<file path="src/rtl/vx_dispatch_arb.sv">
// Round-robin dispatch arbiter: N issue slices feed one execute unit through a 2-entry {sel, data} FIFO.
// Optional stall counter (perf_stalls) is built only when DISPATCH_ARB_PERF_EN is defined.
module vx_dispatch_arb #(
    parameter int  NUM_SLICES = 4,
    parameter int  DATAW      = 64,
    localparam int SEL_W      = (NUM_SLICES > 1) ? $clog2(NUM_SLICES) : 1
) (
    input  logic                        clk,
    input  logic                        reset,
    input  logic [NUM_SLICES-1:0]       in_valid,
    input  logic [NUM_SLICES*DATAW-1:0] in_data,
    output logic [NUM_SLICES-1:0]       in_ready,
    output logic                        out_valid,
    output logic [DATAW-1:0]            out_data,
    output logic [SEL_W-1:0]            out_sel,
    input  logic                        out_ready
`ifdef DISPATCH_ARB_PERF_EN
    ,
    output logic [31:0]                 perf_stalls
`endif
);

    logic [SEL_W-1:0]       ptr;
    logic [SEL_W-1:0]       grant_idx;
    logic [SEL_W-1:0]       lo_idx;
    logic [SEL_W-1:0]       hi_idx;
    logic                   lo_found;
    logic                   hi_found;
    logic                   accept;
    logic                   push;
    logic                   pop;
    logic [DATAW-1:0]       push_data;
    logic [1:0]             count;
    logic                   wr_ptr;
    logic                   rd_ptr;
    logic [SEL_W+DATAW-1:0] mem [2];

    // Lowest valid slice strictly above ptr wins; otherwise wrap to the lowest valid slice overall.
    always_comb begin
        lo_found = 1'b0;
        hi_found = 1'b0;
        lo_idx   = '0;
        hi_idx   = '0;
        for (int i = NUM_SLICES - 1; i >= 0; i--) begin
            if (in_valid[i]) begin
                lo_found = 1'b1;
                lo_idx   = SEL_W'(i);
            end
            if (in_valid[i] && (i > int'(ptr))) begin
                hi_found = 1'b1;
                hi_idx   = SEL_W'(i);
            end
        end
        grant_idx = hi_found ? hi_idx : lo_idx;
    end

    // Acceptance depends only on registered occupancy, never on out_ready.
    assign accept = !reset && (count != 2'd2) && lo_found;

    always_comb begin
        in_ready  = '0;
        push_data = '0;
        for (int i = 0; i < NUM_SLICES; i++) begin
            in_ready[i] = accept && (grant_idx == SEL_W'(i));
            if (grant_idx == SEL_W'(i)) begin
                push_data = in_data[i*DATAW +: DATAW];
            end
        end
    end

    assign push      = |(in_valid & in_ready);
    assign out_valid = (count != 2'd0);
    assign pop       = out_valid && out_ready;
    assign out_data  = mem[rd_ptr][DATAW-1:0];
    assign out_sel   = mem[rd_ptr][SEL_W+DATAW-1:DATAW];

    always_ff @(posedge clk or posedge reset) begin
        if (reset) begin
            count  <= 2'd0;
            wr_ptr <= 1'b0;
            rd_ptr <= 1'b0;
            ptr    <= SEL_W'(NUM_SLICES - 1);
            for (int e = 0; e < 2; e++) begin
                mem[e] <= '0;
            end
        end else begin
            if (push) begin
                mem[wr_ptr] <= {grant_idx, push_data};
                wr_ptr      <= ~wr_ptr;
                ptr         <= grant_idx;
            end
            if (pop) begin
                rd_ptr <= ~rd_ptr;
            end
            if (push && !pop) begin
                count <= count + 2'd1;
            end else if (!push && pop) begin
                count <= count - 2'd1;
            end
        end
    end

`ifdef DISPATCH_ARB_PERF_EN
    // Counts cycles where some slice is waiting but nothing was accepted.
    always_ff @(posedge clk or posedge reset) begin
        if (reset) begin
            perf_stalls <= 32'd0;
        end else if ((|in_valid) && !push) begin
            perf_stalls <= perf_stalls + 32'd1;
        end
    end
`endif

endmodule

</file>
<file path="config.mk">
export PLATFORM = sky130hd
export DESIGN_NAME = vx_dispatch_arb
export DESIGN_NICKNAME = d
export VERILOG_FILES = /design/src/rtl/vx_dispatch_arb.sv
export SDC_FILE = /design/constraint.sdc
export NUM_CORES = 1
export LEC_CHECK = 0
export BUFFER_PORTS_ARGS = -buffer_cell sky130_fd_sc_hd__buf_2
export CORE_ASPECT_RATIO = 1.75
export CORE_MARGIN = 5
export CORE_UTILIZATION = 44
export CTS_CLUSTER_SIZE = 14
export DETAILED_ROUTE_END_ITERATION = 12
export GPL_TIMING_DRIVEN = 0
export PLACE_DENSITY = 0.85
export SLEW_MARGIN = 20
export SYNTH_ARGS = -nofsm -noshare
export SYNTH_HDL_FRONTEND = slang
export SYNTH_SLANG_ARGS = --single-unit
</file>
<file path="constraint.sdc">
create_clock -name clk -period 6.1 [get_ports clk]
set_input_delay 0.305 -clock clk [delete_from_list [all_inputs] [get_ports clk]]
set_output_delay 0.305 -clock clk [all_outputs]
set_load 0.005 [all_outputs]
</file>
==> results.toml, run 1 <==
[outcome]
status = "finished, final reports clean"

[die]
io-pin-count = 334
std_cell_rows = 66
die_area_um2 = 21570
start_util_pct = 44.33
die_h_um = 190.6
core_um2 = 18500
fp.dieW_um = 113.2

[clock_tree]
htree_levels = 4
clockBufferDepth = 2
cts_resized = 0
clock_sinks = 138
cts_tree = "yes"
insertion_delay_ps = 410
clockRootBuffer = "clkbuf_16"
path_clk_slew_ps = 60
cts_made_buffers = 17

[sta]
hold_viol_final = 0
finalCritPeriodShare_pct = 46.57
fmaxAchievable_mhz = 352.0
slew_headroom_pct = 24.60
rsz0062_at_grt = "no"
whs_ps = 172.0
fin_skew_ps = 15.48
setup-tns-final_ps = 0
drv_slew = 0
min_period_ps = 2841
tightest_slew_ps = 1123
setup_viol = 0

[final_layout]
areaGrowthSynthToFinish_pct = 31.05
design_area_um2 = 10750
finish.utilization_pct = 58.10
drive_above_1_share_pct = 42.36
layout.nets = 1488

[global_routing]
grt_pass1_vias = 8740
grt-ovfl-total = 0
grt_antenna_before_repair = 1
grt_max_degree = 72
grt_pass1_wl_mm = 46.16
track_usage_pct = 27.44

[flow_run]
maxCapViolCount = 0

[drt]
wl_met1_mm = 11.23
routed-wl-met2_mm = 15.91
wl_per_cell_um = 20.75
vias_per_cell = 5.852
num_vias = 8638
wl_met3_mm = 1.971
postRouteAntennaNets = 0
drt_iter0_markers = 678
highest_layer = "met4"
drc = 0
wl_mm = 30.63
drt_pass1_iterations = 8

[worst_setup_path]
worst-path-max-fanout = 10
start_kind = "flip-flop"
critPathBufInv = 2
cp_slowest_stage_delay_ps = 550
critical_path.top_delay_family = "flip-flops"
cp_data_required_time_ps = 5790
cp_cell_sequence = "mux2i_1 -> a2bb2oi_4 -> and2_2 -> buf_4 -> nand2_1 -> nor2_1 -> buf_2"
endpoint_kind = "primary output"
crit_type = "reg -> out"
slowest_stage = "dfstp_2"
cp.arrival_ps = 2540

[placement]
gp_routability_congestion = 0.9285
hpwl_mm = 23.83
dpl_cell_area_um2 = 10210
io_buffers = 333

[power_and_ir_drop]
pwr_density_cell_nw_per_um2 = 527.9
p_leak_nw = 4.770
irDropWorstVdd_mv = 0.2976
power_mw = 5.673

[synth]
ys_seq_elements = 138
ys_types = 44
dominantRegCellSynth = "dfrtp_1"
synth_nets = 1134
syn_area_um2 = 8200
syn_inst = 870
ys_seq_area_share_pct = 42.14
synth_edf_count = 0
ys_async_sr_fraction_pct = 100.0
syn_avg_cell_area_um2 = 9.426
ys_warn_count = 0

[min_path]
hold_class = "in -> reg"
## cell type report
type	instances	area [µm²]
tap	238	297.8
sequential	138	3456
buffer	83	436.7
inverter	4	22.52
clock buffer	24	451.7
timing repair buffer	335	1704
clock inverter	8	76.32
antenna	1	2.502
fill	1670	7751
multi-input combinational	645	4299
## final timing paths
kind | slack (ps) | start | cells after the start | to
setup / recovery | 3260 | ptr[1] | 7 | in_ready[0]
hold / removal | 170 | in_data[234] | 3 | mem[42]
setup reg to reg | 3600 | ptr[1] | 6 | mem[126]
hold reg to reg | 470 | mem[58] | 2 | mem[58]
max in group asynchronous | 4870 | reset | 4 | mem[94]
min in group asynchronous | 520 | reset | 3 | mem[123]
## power by group
group / internal (mW) / switching [mW] / total (mW)
clock network: 0.560 / 0.376 / 0.936
registers: 1.38 / 0.229 / 1.61
logic: 1.37 / 1.76 / 3.13
total: 3.31 / 2.37 / 5.67
## layout by cell type (no fill, tap or decap), types with 5 or more instances in the layout
| cell | synthesis | final |
|---|---|---|
| nand2b_1 | 5 | 5 |
| o2bb2ai_1 | 29 | 29 |
| a222oi_1 | 10 | 10 |
| or2_2 | 11 | 11 |
| dfrtp_1 | 136 | 136 |
| o31ai_1 | 29 | 29 |
| mux2_2 | 66 | 66 |
| o2bb2ai_2 | 27 | 27 |
| a31oi_1 | 108 | 108 |
| clkbuf_1 | 27 | 34 |
| nor2_1 | 113 | 113 |
| buf_4 | 14 | 14 |
| o211ai_1 | 54 | 54 |
| buf_2 | 34 | 367 |
| clkbuf_16 | 0 | 17 |
| o21bai_1 | 11 | 11 |
| nand2_1 | 135 | 135 |
| a21boi_0 | 9 | 9 |
## flip-flops by register name, indices dropped and copies added (netlist names)
name / flops
count: 2
mem: 132
ptr: 2
rd_ptr: 1
wr_ptr: 1
## tightest hold or removal path: stages
cell,delay [ps]
buf_2,90
nand2_1,60
a31oi_1,80
## per-stage QoR
stage,cells,setup slack [ps]
3_3_place_gp,1441,756.1
6_report,1476,3259
5_1_grt,1476,3083
3_5_place_dp,1442,3629
2_1_floorplan,870,2102
4_1_cts,1475,3185
## cell usage after synthesis (2+ instances only)
library cell | number | area, µm²
a21boi_0 | 9 | 67.56
a222oi_1 | 10 | 100.1
a31oi_1 | 108 | 675.7
and2_1 | 4 | 25.02
buf_1 | 4 | 15.01
buf_2 | 34 | 170.2
buf_4 | 14 | 105.1
buf_6 | 4 | 45.04
clkbuf_1 | 27 | 101.4
dfrtp_1 | 136 | 3403
dfstp_2 | 2 | 52.55
inv_1 | 4 | 15.01
mux2_2 | 66 | 743.2
mux2i_1 | 2 | 20.02
nand2_1 | 135 | 506.7
nand2b_1 | 5 | 31.28
nor2_1 | 113 | 424.2
nor2b_1 | 2 | 12.51
o211ai_1 | 54 | 405.4
o21a_1 | 3 | 22.52
o21ai_0 | 4 | 20.02
o21ai_1 | 2 | 10.01
o21bai_1 | 11 | 82.58
o2bb2ai_1 | 29 | 254.0
o2bb2ai_2 | 27 | 405.4
o31ai_1 | 29 | 217.7
or2_1 | 2 | 12.51
or2_2 | 11 | 68.82
xnor2_1 | 2 | 17.52
xor2_1 | 3 | 26.28
## metal layers
| layer | up-vias | GRT usage (%) |
|---|---|---|
| met1 | 4171 | 31.62 |
| li1 | 3926 | - |
| met3 | 96 | 4.160 |
| met4 | 0 | 14.07 |
| met2 | 445 | 48.74 |
| met5 | - | 0 |
## what timing repair did
action	4_1_cts	5_1_grt
hold buffers	1	0
buffers inserted	0	0
endpoints found under the hold margin	65	0
## kinds of logic after synthesis
logic type               after synthesis  synth area share (%)
XOR/XNOR                               5                0.5341
AO/OA/AOI/OAI                        296                 28.91
buffers and inverters                 87                 5.508
adder cells (fa/ha/maj)                1                0.1526
multiplexers                          68                 9.307
flip-flops                           138                 42.14
AND/OR/NAND/NOR                      275                 13.44
(Power assumes the default switching activity.)
==> run 2: changes to the inputs <==
Settings changed: PLACE_DENSITY 0.85 to 0.88.
Clock period 6.1 ns to 2.4 ns, I/O delays scaled along.
==> run 2 against run 1 <==
Total power rose to 2.6 times the previous value. Largest power group unchanged. Flip-flop and latch count unchanged. Core utilization rose by 3.7 points. Cell area up 6.4%. Die area stayed put. Highest routed layer unchanged. Worst hold slack lost 140 ps. Wire length grew 5.1%.
==> results.toml, run 2 (synthesis gave the netlist of run 1 again) <==
[sta]
fmaxAchievable_mhz = 420.2
setup_viol = 0
tightest_slew_ps = 762.2
whs_ps = 30.87
fin_skew_ps = 12.86
drv_slew = 0
min_period_ps = 2380
rsz0062_at_grt = "yes"
slew_headroom_pct = 49.14
setup-tns-final_ps = 0
finalCritPeriodShare_pct = 99.16
hold_viol_final = 0
worst_slack_ps = 20.06

[drt]
wl_met3_mm = 2.140
highest_layer = "met4"
drt_pass1_iterations = 6
wl_met1_mm = 11.52
vias_per_cell = 5.854
postRouteAntennaNets = 0
drc = 0
wl_mm = 32.18
wl_per_cell_um = 21.03
drt_iter0_markers = 577
num_vias = 8956
routed-wl-met2_mm = 16.32

[worst_setup_path]
cp_data_required_time_ps = 2280
critical_path.top_delay_family = "flip-flops"
critPathBufInv = 2
endpoint_kind = "primary output"
cp_slowest_stage_delay_ps = 560
slowest_stage = "dfstp_2"
crit_type = "reg -> out"
cp_cell_sequence = "mux2i_1 -> a2bb2oi_4 -> and2_2 -> buf_4 -> nand2_1 -> nor2_1 -> buf_2"
start_kind = "flip-flop"
worst-path-max-fanout = 10
cp.arrival_ps = 2260

[final_layout]
reg_top3 = "mem x132, count x2, ptr x2"
finish.utilization_pct = 61.82
areaGrowthSynthToFinish_pct = 39.46
fillCellCount = 1560
layout.nets = 1543
regMostFlops = "mem"
multiInputGateArea_um2 = 4308
design_area_um2 = 11440
drive_above_1_share_pct = 41.67
largest_reg_flops = 132
register_area_um2 = 3456
layout_common_cells = "361 x buf_2, 136 x dfrtp_1, 135 x nand2_1"
final_common_cell = "buf_2"
finalNonFillerCells = 1530

[placement]
dp.cells = 1445
io_buffers = 333
gp_routability_congestion = 0.9312
pre_cts_ws_ps = -102.8
hpwl_mm = 24.50
dpl_cell_area_um2 = 10260

[global_routing]
grt_pass1_wl_mm = 49.33
grt_max_degree = 37
grt_pass1_vias = 9521
grt-ovfl-total = 0
grt_antenna_before_repair = 1
track_usage_pct = 29.22

[die]
fp.dieW_um = 113.2
die_h_um = 190.6
io-pin-count = 334
start_util_pct = 44.33
die_area_um2 = 21570
std_cell_rows = 66
core_um2 = 18500

[clock_tree]
cts_tree = "yes"
cts_made_buffers = 17
clock_sinks = 138
htree_levels = 4
clockRootBuffer = "clkbuf_16"
clockBufferDepth = 2
insertion_delay_ps = 410
path_clk_slew_ps = 60

[flow_run]
maxCapViolCount = 0

[power_and_ir_drop]
power_mw = 15.02
pwr_density_cell_nw_per_um2 = 1313
irDropWorstVdd_mv = 0.7187
p_leak_nw = 5.064

[min_path]
hold_class = "in -> reg"

[outcome]
status = "finished, final reports clean"
-- run 2: changes by cell type in the layout (fill, tap and decap cells not counted), moves of 3 or more --
cell           delta
dlygate4sd3_1    +51
buf_4             +5
buf_2             -6
clkbuf_1          -9
clkbuf_2          +4
buf_12            +3
-- run 2: path summary, 6_finish.rpt --
check	startpoint	end	slack, ps	cells after the start
max in group asynchronous	reset	mem[89]	1340	5
min in group asynchronous	reset	mem[128]	290	3
max	ptr[1]	in_ready[0]	20	7
min reg2reg	mem[123]	mem[123]	470	2
min	in_data[214]	mem[88]	30	3
max reg2reg	ptr[1]	mem[0]	60	7
-- run 2: worst register-to-register path, delay by kind of cell, from the launching register on --
family          cells  cell delay (ps)
buf+inv             2              430
compound gates      4              840
simple gates        1              380
flops               1              560
-- run 2: layer usage --
layer / vias to the layer above / GRT usage (%)
met1: 4281 / 32.22
met3: 143 / 5.684
met5: - / 0
met2: 480 / 50.94
met4: 0 / 18.37
li1: 4052 / -
-- run 2: where the power goes --
| part | total (mW) | leakage, nW | internal, mW | switching [mW] |
|---|---|---|---|---|
| clock network | 2.69 | 0.282 | 1.69 | 1.00 |
| registers | 4.14 | 1.58 | 3.51 | 0.630 |
| logic | 8.18 | 3.20 | 3.59 | 4.59 |
-- run 2: timing repair --
action	4_1_cts	5_1_grt
hold buffers	51	1
resized for setup	9	7
setup endpoints to repair	39	21
pin swaps	1	1
setup buffers	2	1
endpoints found under the hold margin	101	1
-- run 2: layout make-up --
cell class	count	share of cell area, %
diodes	1	0.02188
plain buffers	81	3.961
clock inverters	10	1.247
flip-flops and latches	138	30.22
inverters	4	0.1641
multi-input cells	645	37.67
clock buffers	21	4.026
well taps	238	2.604
repair buffers	392	20.09
==> run 3: changes to the inputs <==
Settings changed: CORE_ASPECT_RATIO 1.75 to 1.1.
==> run 3 against run 2 <==
Critical path depth stayed put. Critical endpoint unchanged. Die area shrank 0.48%. Core utilization grew 0.53 points. Non-clock buffer count decreased by 7. Combinational power about the same. Register-to-register slack about the same. Largest power group unchanged. First-iteration DRC count up 27%. Largest cell class unchanged. Global-route usage up 0.32 points. Clock power increased by 11%. Highest routed layer unchanged.
==> results.toml, run 3 (synthesis gave the netlist of run 1 again) <==
[final_layout]
regMostFlops = "mem"
finish.utilization_pct = 62.36
layout_common_cells = "361 x buf_2, 136 x dfrtp_1, 135 x nand2_1"
layout.nets = 1536
largest_reg_flops = 132
finalNonFillerCells = 1531
areaGrowthSynthToFinish_pct = 39.52
reg_top3 = "mem x132, count x2, ptr x2"
final_common_cell = "buf_2"
drive_above_1_share_pct = 41.79

[sta]
fmaxAchievable_mhz = 426.3
worst_slack_ps = 54.01
slew_headroom_pct = 46.20
rsz0062_at_grt = "yes"
whs_ps = 13.26
setup_viol = 0
hold_viol_final = 0
fin_skew_ps = 8.099
setup-tns-final_ps = 0
finalCritPeriodShare_pct = 97.75
drv_slew = 0
min_period_ps = 2346
tightest_slew_ps = 806.2

[placement]
gp_routability_congestion = 0.9158
dp.cells = 1450
io_buffers = 333
hpwl_mm = 23.69
pre_cts_ws_ps = 43.28

[worst_setup_path]
critPathBufInv = 2
timing.rr.end = "mem[66]"
start_kind = "flip-flop"
critical_path.top_delay_family = "flip-flops"
ff2ff_setup_slack_ps = 70
worst-path-max-fanout = 10
endpoint_kind = "primary output"
crit_type = "reg -> out"
cp_data_required_time_ps = 2280
cp_cell_sequence = "mux2i_1 -> a2bb2oi_4 -> and2_2 -> buf_4 -> nand2_1 -> nor2_1 -> buf_2"
r2r-start = "ptr[1]"
slowest_stage = "dfstp_2"
rr_worst_depth = 7
cp_slowest_stage_delay_ps = 570
cp.arrival_ps = 2230
crit_cells = 7

[min_path]
hold_class = "in -> reg"
whs_path_depth = 3
min_to = "mem[89]"
hold_start = "in_data[215]"

[drt]
postRouteAntennaNets = 0
vias_per_cell = 5.948
num_vias = 9106
wl_per_cell_um = 21.38
wl_mm = 32.73
drt_pass1_iterations = 7
drt_iter0_markers = 734
drc = 0

[clock_tree]
insertion_delay_ps = 420
clockBufferDepth = 2
path_clk_slew_ps = 60
cts_tree = "yes"
htree_levels = 4
cts_made_buffers = 17
clockRootBuffer = "clkbuf_16"
clock_sinks = 138

[global_routing]
track_usage_pct = 29.53
grt-ovfl-total = 0
grt_max_degree = 35
grt_antenna_before_repair = 3
grt_pass1_vias = 9553
grt_pass1_wl_mm = 50.48

[die]
die_area_um2 = 21470
start_util_pct = 44.69
fp.dieW_um = 140.2
io-pin-count = 334
std_cell_rows = 52
die_h_um = 153.2
core_um2 = 18350

[power_and_ir_drop]
pwr_density_cell_nw_per_um2 = 1334
irDropWorstVdd_mv = 0.5783
p_leak_nw = 5.077

[flow_run]
maxCapViolCount = 0

[outcome]
status = "finished, final reports clean"
[run 3: cell types whose count changed in the layout (fill, tap and decap cells not counted), moves of 3 or more]
cell	delta
clkinvlp_4	-4
clkbuf_4	+3
clkinv_4	+3
dlygate4sd3_1	-6
buf_4	-3
[run 3: per-stage QoR]
stage	instance area, µm²	total power, mW
after floorplan	8204	9.159
after global placement	10170	11.73
after detailed placement	10270	12.07
after CTS	11420	15.17
after global routing	11440	16.16
final	11440	15.26
[run 3: area by class of cell]
class                      instances  area, µm²
tap                              243      304.0
inverter                           4      18.77
clock buffer                      23      488.0
timing repair buffer             384       2222
fill                            1517       6907
clock inverter                     9      185.2
antenna                            3      7.507
buffer                            82      456.7
multi-input combinational        645       4303
sequential                       138       3456
[run 3: worst register-to-register path, stage by stage, from the launching register on]
cell	delay (ps)
dfstp_2	570
buf_4	180
o21a_1	130
o21ai_1	70
clkbuf_1	230
or2_2	330
a222oi_1	510
o31ai_1	160
[run 3: power breakdown]
group / switching (mW) / leakage, nW / internal (mW)
sequential: 0.608 / 1.58 / 3.51
combinational: 4.59 / 3.17 / 3.56
clock: 1.02 / 0.328 / 1.96
total: 6.22 / 5.08 / 9.04
[run 3: what timing repair did]
action,4_1_cts,5_1_grt
pin swaps,1,1
setup endpoints to repair,34,24
setup buffers,1,0
hold endpoints to repair,108,0
hold buffers,46,0
resized for setup,5,8
[run 3: how the worst max path moves through the flow]
stage,endpoint,slack [ps],startpoint
6_report,in_ready[0],50,ptr[1]
3_5_place_dp,out_data[51],40,rd_ptr
3_3_place_gp,mem[83],-440,ptr[1]
4_1_cts,out_data[28],7,rd_ptr
2_1_floorplan,mem[57],530,ptr[1]
5_1_grt,in_ready[0],-10,ptr[1]
[run 3: layer usage]
metal | routed length, µm | vias to the layer above | global-route usage [%] | part of all wire [%]
met5 | 0 | - | 0 | 0
met4 | 1443 | 0 | 15.04 | 4.4
met3 | 2425 | 115 | 5.156 | 7.4
met2 | 15970 | 587 | 48.52 | 49
met1 | 12890 | 4375 | 37.34 | 39
li1 | - | 4029 | - | -
